===== config.mk =====
export PLATFORM = sky130hd
export DESIGN_NAME = sys_clk_gen_diff
export DESIGN_NICKNAME = d
export VERILOG_FILES = /design/src/rtl/sys_clk_gen_diff.sv
export SDC_FILE = /design/constraint.sdc
export NUM_CORES = 1
export LEC_CHECK = 0
export CORE_ASPECT_RATIO = 0.8
export CORE_MARGIN = 2
export CORE_UTILIZATION = 30
export CTS_CLUSTER_DIAMETER = 40
export DETAILED_ROUTE_END_ITERATION = 6
export PLACE_DENSITY = 0.53
export SETUP_SLACK_MARGIN = 0.4
export SYNTH_ARGS = -nofsm -noshare
export SYNTH_HDL_FRONTEND = slang
export SYNTH_SLANG_ARGS = --single-unit

===== constraint.sdc =====
create_clock -name sys_clk -period 2.55 [get_ports sys_clk]
set_input_delay 0.51 -clock sys_clk [delete_from_list [all_inputs] [get_ports sys_clk]]
set_output_delay 0.51 -clock sys_clk [all_outputs]
set_load 0.05 [all_outputs]

===== src/rtl/sys_clk_gen_diff.sv =====
// Differential reference-clock and downstream reset generator driven from a fast sys_clk.
// Optional rising-edge counter on edge_cnt is built only when CLKGEN_EDGE_CNT_EN is defined.
module sys_clk_gen_diff #(
   parameter int unsigned HALF0      = 5,
   parameter int unsigned HALF1      = 4,
   parameter int unsigned HALF2      = 2,
   parameter int unsigned OFFSET     = 0,
   parameter int unsigned RST_CYCLES = 500,
   parameter int unsigned CNT_W      = 16
) (
   input  logic        sys_clk,
   input  logic        sys_rst,
   input  logic [1:0]  freq_sel,
   output logic        sys_clk_p,
   output logic        sys_clk_n,
   output logic        clk_valid,
   output logic        sys_rst_n_o,
   output logic [31:0] edge_cnt
);

   typedef enum logic [1:0] {
      ST_IDLE,
      ST_OFFSET,
      ST_RUN,
      ST_STOPPED
   } state_t;

   // A zero half-period would never toggle, so it is quietly promoted to one.
   localparam logic [CNT_W-1:0] H0       = (HALF0 < 1) ? CNT_W'(1) : CNT_W'(HALF0);
   localparam logic [CNT_W-1:0] H1       = (HALF1 < 1) ? CNT_W'(1) : CNT_W'(HALF1);
   localparam logic [CNT_W-1:0] H2       = (HALF2 < 1) ? CNT_W'(1) : CNT_W'(HALF2);
   localparam logic [CNT_W-1:0] OFS_LAST = (OFFSET > 0) ? CNT_W'(OFFSET - 1) : '0;
   localparam logic [CNT_W-1:0] RST_TGT  = CNT_W'(RST_CYCLES);
   localparam logic [CNT_W-1:0] ONE      = CNT_W'(1);

   function automatic logic [CNT_W-1:0] selHalf(input logic [1:0] sel);
      case (sel)
         2'd0:    return H0;
         2'd1:    return H1;
         default: return H2;
      endcase
   endfunction

   state_t           state_q, state_d;
   logic [CNT_W-1:0] halfCnt_q, halfCnt_d;
   logic [CNT_W-1:0] hActive_q, hActive_d;
   logic [CNT_W-1:0] rstCnt_q, rstCnt_d;
   logic             clkP_q, clkP_d;
   logic             clkN_q, clkN_d;
   logic             clkValid_q, clkValid_d;
   logic             rstN_q, rstN_d;
   logic             stopReq;

   assign stopReq = (freq_sel == 2'd3);

   always_comb begin
      state_d    = state_q;
      halfCnt_d  = halfCnt_q;
      hActive_d  = hActive_q;
      rstCnt_d   = rstCnt_q;
      clkP_d     = clkP_q;
      clkValid_d = clkValid_q;
      rstN_d     = rstN_q;

      case (state_q)
         ST_IDLE: begin
            halfCnt_d = '0;
            if (OFFSET > 0) begin
               state_d = ST_OFFSET;
            end else if (stopReq) begin
               state_d    = ST_STOPPED;
               clkP_d     = 1'b0;
               clkValid_d = 1'b0;
               rstN_d     = 1'b0;
               rstCnt_d   = '0;
            end else begin
               state_d   = ST_RUN;
               hActive_d = selHalf(freq_sel);
            end
         end

         ST_OFFSET: begin
            if (halfCnt_q == OFS_LAST) begin
               halfCnt_d = '0;
               if (stopReq) begin
                  state_d    = ST_STOPPED;
                  clkP_d     = 1'b0;
                  clkValid_d = 1'b0;
                  rstN_d     = 1'b0;
                  rstCnt_d   = '0;
               end else begin
                  state_d   = ST_RUN;
                  hActive_d = selHalf(freq_sel);
               end
            end else begin
               halfCnt_d = halfCnt_q + ONE;
            end
         end

         // The end of a low phase is the only point where H or a stop request is sampled.
         ST_RUN: begin
            if (halfCnt_q == hActive_q - ONE) begin
               halfCnt_d = '0;
               if (clkP_q) begin
                  clkP_d = 1'b0;
               end else if (stopReq) begin
                  state_d    = ST_STOPPED;
                  clkValid_d = 1'b0;
                  rstN_d     = 1'b0;
                  rstCnt_d   = '0;
               end else begin
                  clkP_d     = 1'b1;
                  clkValid_d = 1'b1;
                  hActive_d  = selHalf(freq_sel);
                  if (!rstN_q) begin
                     rstCnt_d = rstCnt_q + ONE;
                     if (rstCnt_q + ONE >= RST_TGT) begin
                        rstN_d = 1'b1;
                     end
                  end
               end
            end else begin
               halfCnt_d = halfCnt_q + ONE;
            end
         end

         ST_STOPPED: begin
            clkP_d = 1'b0;
            if (!stopReq) begin
               state_d   = ST_RUN;
               hActive_d = selHalf(freq_sel);
               halfCnt_d = '0;
            end
         end

         default: begin
            state_d = ST_IDLE;
         end
      endcase

      clkN_d = ~clkP_d;
   end

   // Every output leaves straight from a flop so the differential pair stays glitch-free.
   always_ff @(posedge sys_clk or posedge sys_rst) begin
      if (sys_rst) begin
         state_q    <= ST_IDLE;
         halfCnt_q  <= '0;
         hActive_q  <= '0;
         rstCnt_q   <= '0;
         clkP_q     <= 1'b0;
         clkN_q     <= 1'b1;
         clkValid_q <= 1'b0;
         rstN_q     <= 1'b0;
      end else begin
         state_q    <= state_d;
         halfCnt_q  <= halfCnt_d;
         hActive_q  <= hActive_d;
         rstCnt_q   <= rstCnt_d;
         clkP_q     <= clkP_d;
         clkN_q     <= clkN_d;
         clkValid_q <= clkValid_d;
         rstN_q     <= rstN_d;
      end
   end

   assign sys_clk_p   = clkP_q;
   assign sys_clk_n   = clkN_q;
   assign clk_valid   = clkValid_q;
   assign sys_rst_n_o = rstN_q;

`ifdef CLKGEN_EDGE_CNT_EN
   logic [31:0] edgeCnt_q;
   logic        riseNow;

   assign riseNow = clkP_d & ~clkP_q;

   // Free-running and wrapping; only the external reset clears it.
   always_ff @(posedge sys_clk or posedge sys_rst) begin
      if (sys_rst) begin
         edgeCnt_q <= '0;
      end else if (riseNow) begin
         edgeCnt_q <= edgeCnt_q + 32'd1;
      end
   end

   assign edge_cnt = edgeCnt_q;
`else
   assign edge_cnt = '0;
`endif

endmodule


* Yosys cells after proc, flatten, opt, wreduce, memory -nomap -nowiden
Cells that the tools add are included.
** Cells by class
- Divide/modulo/power cells :: 0
- Bitwise logic cells :: 1
- Multiply operators :: 0
- Equality and inequality tests :: 12
- Multiplexer cells :: 43
- Reduce and logical (&&, ||, !) cells :: 9
- Add/sub/neg operators :: 3
- Shifts and indexed selects :: 0
- Magnitude comparators :: 1
** Operators by type and width (number)
- 2-to-1 mux 16 bit :: 13
- case mux 16 bit (3 select lines) :: 2
- case mux 16 bit (4 select lines) :: 1
- adder 16 x 1 -> 16 bit, second input constant :: 2
- 2-to-1 mux 1 bit :: 17
- == test 16 bit :: 1
- >= comparator 16 x 9 -> 1 bit, second input constant :: 1
- zero test 16 bit :: 1
- subtractor 16 x 1 -> 16 bit, second input constant :: 1
- 2-to-1 mux 2 bit :: 5
- inequality test 2 bit, second input constant :: 5
- AND reduction 5 bit :: 2
- case mux 2 bit (4 select lines) :: 1
- == test 2 bit, second input constant :: 3
- case mux 1 bit (3 select lines) :: 2
- case mux 3 bit (2 select lines) :: 1
- == test 2 x 1 -> 1 bit, second input constant :: 2
- zero test 2 bit :: 2
- case mux 1 bit (4 select lines) :: 1
- AND reduction 4 bit :: 1
- inequality test 3 bit, second input constant :: 1
- AND reduction 3 bit :: 1
- nonzero test 3 bit :: 1
- OR reduction 2 bit :: 1
- inverter 1 bit :: 1
** Storage, ports and cells
- Memories :: 0
- Input bits :: 4
- ROM bits :: 0
- Word-level logic and storage cells :: 77
- RAM bits :: 0
- Latch bits :: 0
- Output and inout port bits :: 36
- Register bits :: 54

* Logic depth before layout (Yosys ltp)
- Depth in word-level cells :: 8
- Depth in mapped cells :: 10
- Depth with buffers taken out :: 10

* Least setup slack after synthesis
OpenSTA, ideal clock, no wires.
- Path kind :: register -> register
- Start :: register hActive_q[0]
- End :: register rstCnt_q[14]
- Library setup time :: 0.069 ns
- Required time :: 2.481 ns
- Cell stages (with the launch flop) :: 11
- Clock period less this slack :: 2.691 ns
- Path buffers :: 1
- Arrival time :: 2.622 ns
- Slack :: -0.141 ns
- Cell sequence :: dfrtp_1 -> inv_1 -> ha_1 -> ha_1 -> or3_4 -> a2111oi_4 -> o2111ai_2 -> or2_1 -> buf_6 -> or4_1 -> nand3_1
** On the way
- Word-level cells in the longest chain between the ends :: 4
** Ends and longest elaborated chain
- start, declared :: line 46 : logic [CNT_W-1:0] hActive_q, hActive_d;
- start signal, assigned :: line 158 : hActive_q <= hActive_d;
- subtractor 16 x 1 -> 16 bit :: line 102 : if (halfCnt_q == hActive_q - ONE) begin
- == test 16 bit :: line 102
- inequality test 2 bit (no source line)
- AND reduction 5 bit (no source line)
- end signal, assigned :: line 159 : rstCnt_q <= rstCnt_d;
- end, declared :: line 47 : logic [CNT_W-1:0] rstCnt_q, rstCnt_d;
No other way between the ends.
A chain may end at the register's enable or synchronous reset.

* Worst setup path after layout
- Start :: register hActive_q[1]
- End :: register rstCnt_q[15]
The elaborated chain is that of the path after synthesis.

==> impl_metrics.yaml <==
timing:
  tightest_slew_ps: 521
  finalCritPeriodShare_pct: 103
  slew_viol_final: 0
  slew_headroom_pct: 65.2
  setup_slack_ps: -67.3
  skew_ps: 9.93
  report.final.setup_viol: 7
  hold_ws_ps: 477
  fin_crit_ps: 2620
  fmax_mhz: 382
  rsz0062_at_grt: "true"
  hold_viol: 0
logic_synthesis:
  ys_seq_area_share_pct: 34.9
  synth-seq-cells: 41
  netlist_instances: 338
  synth.distinct_cells: 56
  postSynthAreaPerCell_um2: 8.72
  synth_warnings: 0
  synthesis.area_mm2: 0.00295
  synth_edf_count: 0
  synth_ff_type: "dfrtp_1"
  synthArstFlopShare_pct: 100
final_layout:
  area_growth_pct: 26.2
  antenna_cells: 0
  fillerInstances: 973
  multi_input_area_mm2: 0.00187
  ff_latch_area_mm2: 0.00103
  finalNonFillerCells: 500
  drive_above_1_share_pct: 29.1
  finalInstanceArea_mm2: 0.00372
  fin_nets: 393
run_status:
  status: "finished with violations"
  violations: "negative setup slack"
clock_tree:
  clock_latency_ps: 290
  htreeDepth: 2
  clock-sinks: 41
  cts_hold_buf: 0
  cts-root-buf: "clkbuf_16"
  cts.path.max_buffers: 2
  clk_pin_slew_worst_paths_ps: 60
  numCtsBuffers: 5
  cts_tree: "yes"
pwr:
  total_power_mw: 3.04
  leakage_nw: 1.60
  peakVddDrop_v: 0.000468
  power_density_mw_per_mm2: 817
worst_setup_path:
  rr_startpoint: "hActive_q[1]"
  critPathCapture: "rstCnt_q[15]"
  crit_start: "hActive_q[1]"
  path_max_fanout: 4
  r2r_end: "rstCnt_q[15]"
  endpoint_kind: "register"
  cp.arrival_ps: 2780
  start_kind: "register"
  path_class: "register to register"
  ff2ff_path_depth: 9
  required_ps: 2720
  r2r_setup_slack_ps: -70
floorplan:
  die-area_mm2: 0.0106
  rows: 32
  core-area_mm2: 0.00961
  io_pins: 40
  die_y_um: 92.6
  die_w_um: 115
  start_util_pct: 30.7
routing:
  wl_per_cell_um: 14.0
  wirelength_um: 7020
  ant_nets: 0
  viasPerCell: 5.09
  drc_errors: 0
  drt_first_pass_iters: 5
  drt_iter0_markers: 131
  vias: 2547
global_routing:
  antenna_found_initial: 0
  grt.overflow.total: 0
  grtUsageTotal_pct: 13.7
  grt_max_degree: 42
  grt_pass1_vias: 2426
  grt_pass1_wl_um: 11900
worst_hold_path:
  hp-start: "clk_valid"
  hp-class: "register to register"
place:
  gp_routability_congestion: 0.809
  port_buffers: 7
  pre_cts_slack_ps: -39.4
  dp_cells: 486
  hpwl_um: 4920
  post_dp_cell_area_mm2: 0.00331
run:
  drv_cap: 0
-- power by group --
group | internal (mW) | switching, mW | total [mW]
sequential | 0.726 | 0.0582 | 0.785
combinational | 0.709 | 0.892 | 1.60
clock | 0.390 | 0.265 | 0.655
total | 1.83 | 1.22 | 3.04
-- worst min path at each step --
stage	end	slack, ps	depth (start not counted)
4_1_cts	clk_valid	480	2
6_report	clk_valid	480	2
2_1_floorplan	rstCnt_q[8]	490	1
5_1_grt	clk_valid	510	2
3_5_place_dp	clk_valid	470	2
3_3_place_gp	clk_valid	460	2
-- sequential cells by signal, indices dropped and copies added, names as in the netlist --
signal	cells
halfCnt_q	16
hActive_q	3
sys_rst_n_o	1
clk_valid	1
sys_clk_p	1
rstCnt_q	16
state_q	2
sys_clk_n	1
-- cells in the final DEF, fill, tap and decap left out, types with 4 or more instances in the layout --
cell type        instances
a21oi_1                  7
a21oi_2                  6
a22o_1                   6
a31oi_1                 14
and3_1                   9
buf_4                   35
buf_6                    7
clkbuf_16                5
clkdlybuf4s50_1          6
conb_1                  32
dfrtp_1                 40
ha_1                     7
inv_1                   13
nand2_1                 25
nand2b_1                 8
nand3_1                 18
nand4_1                  4
nor2_1                  13
nor3_1                  11
o21ai_0                  5
o21ai_1                  6
o21ai_2                 10
o41ai_2                  5
or3_1                    4
xnor2_1                  8
-- final cells by class --
type	instances	area share (%)
clock buffer	6	3.73
timing repair buffer	51	12.2
tap	119	4.00
clock inverter	2	0.370
multi-input combinational	264	50.4
sequential	41	27.6
inverter	17	1.72
-- metrics by stage --
stage / TNS [ps] / utilization, %
floorplan: 0 / -
global placement: 0 / 34.5
detailed placement: -117 / 34.5
CTS: 0 / 37.8
global route: -2630 / 38.7
finish: -266 / 38.7
-- kinds of logic after synthesis --
| kind of cell | Yosys count | share of synthesized area [%] |
|---|---|---|
| compound gates | 91 | 22.1 |
| simple gates | 115 | 20.7 |
| other cells | 1 | 0.127 |
| mux | 7 | 2.63 |
| buf+inv | 65 | 13.1 |
| xor+xnor | 9 | 2.68 |
| flops | 41 | 34.9 |
| fa+ha+maj | 9 | 3.82 |
-- metal layers --
layer	track usage (%)	up-vias	part of all wire, %
met2	20.6	63	42
met1	20.8	1222	53
met3	1.70	5	3.9
li1	-	1257	-
met4	3.31	0	0.95
met5	0	-	0
-- what timing repair did --
action / CTS / global route
endpoints found under the setup margin: 41 / 42
setup buffers: 5 / 0
gates cloned: 1 / 0
resized for setup: 30 / 29
pin swaps: 11 / 9
-- Yosys cell counts, drive strengths merged (2+ instances only) --
master | number | area [um2]
dfrtp | 40 | 1000
buf | 36 | 278
nand2 | 26 | 97.6
o21ai | 21 | 105
nand3 | 19 | 95.1
inv | 17 | 63.8
nor2 | 15 | 56.3
a21oi | 14 | 70.1
a31oi | 14 | 87.6
clkbuf | 12 | 45.0
nor3 | 11 | 55.1
and3 | 9 | 56.3
ha | 9 | 113
nand2b | 8 | 50.1
xnor2 | 8 | 70.1
a22o | 6 | 52.6
mux2 | 6 | 67.6
nor4 | 6 | 50.0
o41ai | 6 | 67.6
a41oi | 5 | 43.8
o31ai | 5 | 37.5
or3 | 5 | 36.3
a21o | 4 | 31.3
nand4 | 4 | 25.0
o211ai | 3 | 22.5
o22ai | 3 | 18.8
or2 | 3 | 18.8
nor2b | 2 | 12.5
-- worst max-delay path, stage by stage (launching register included) --
cell and delay [ps]:
dfrtp_1 360, inv_2 50, ha_4 150, ha_4 150, or3_4 370, a2111oi_4 410, o2111ai_2 230, a21o_2 250
or2_4 270, a211o_1 260
(Power assumes the default switching activity.)
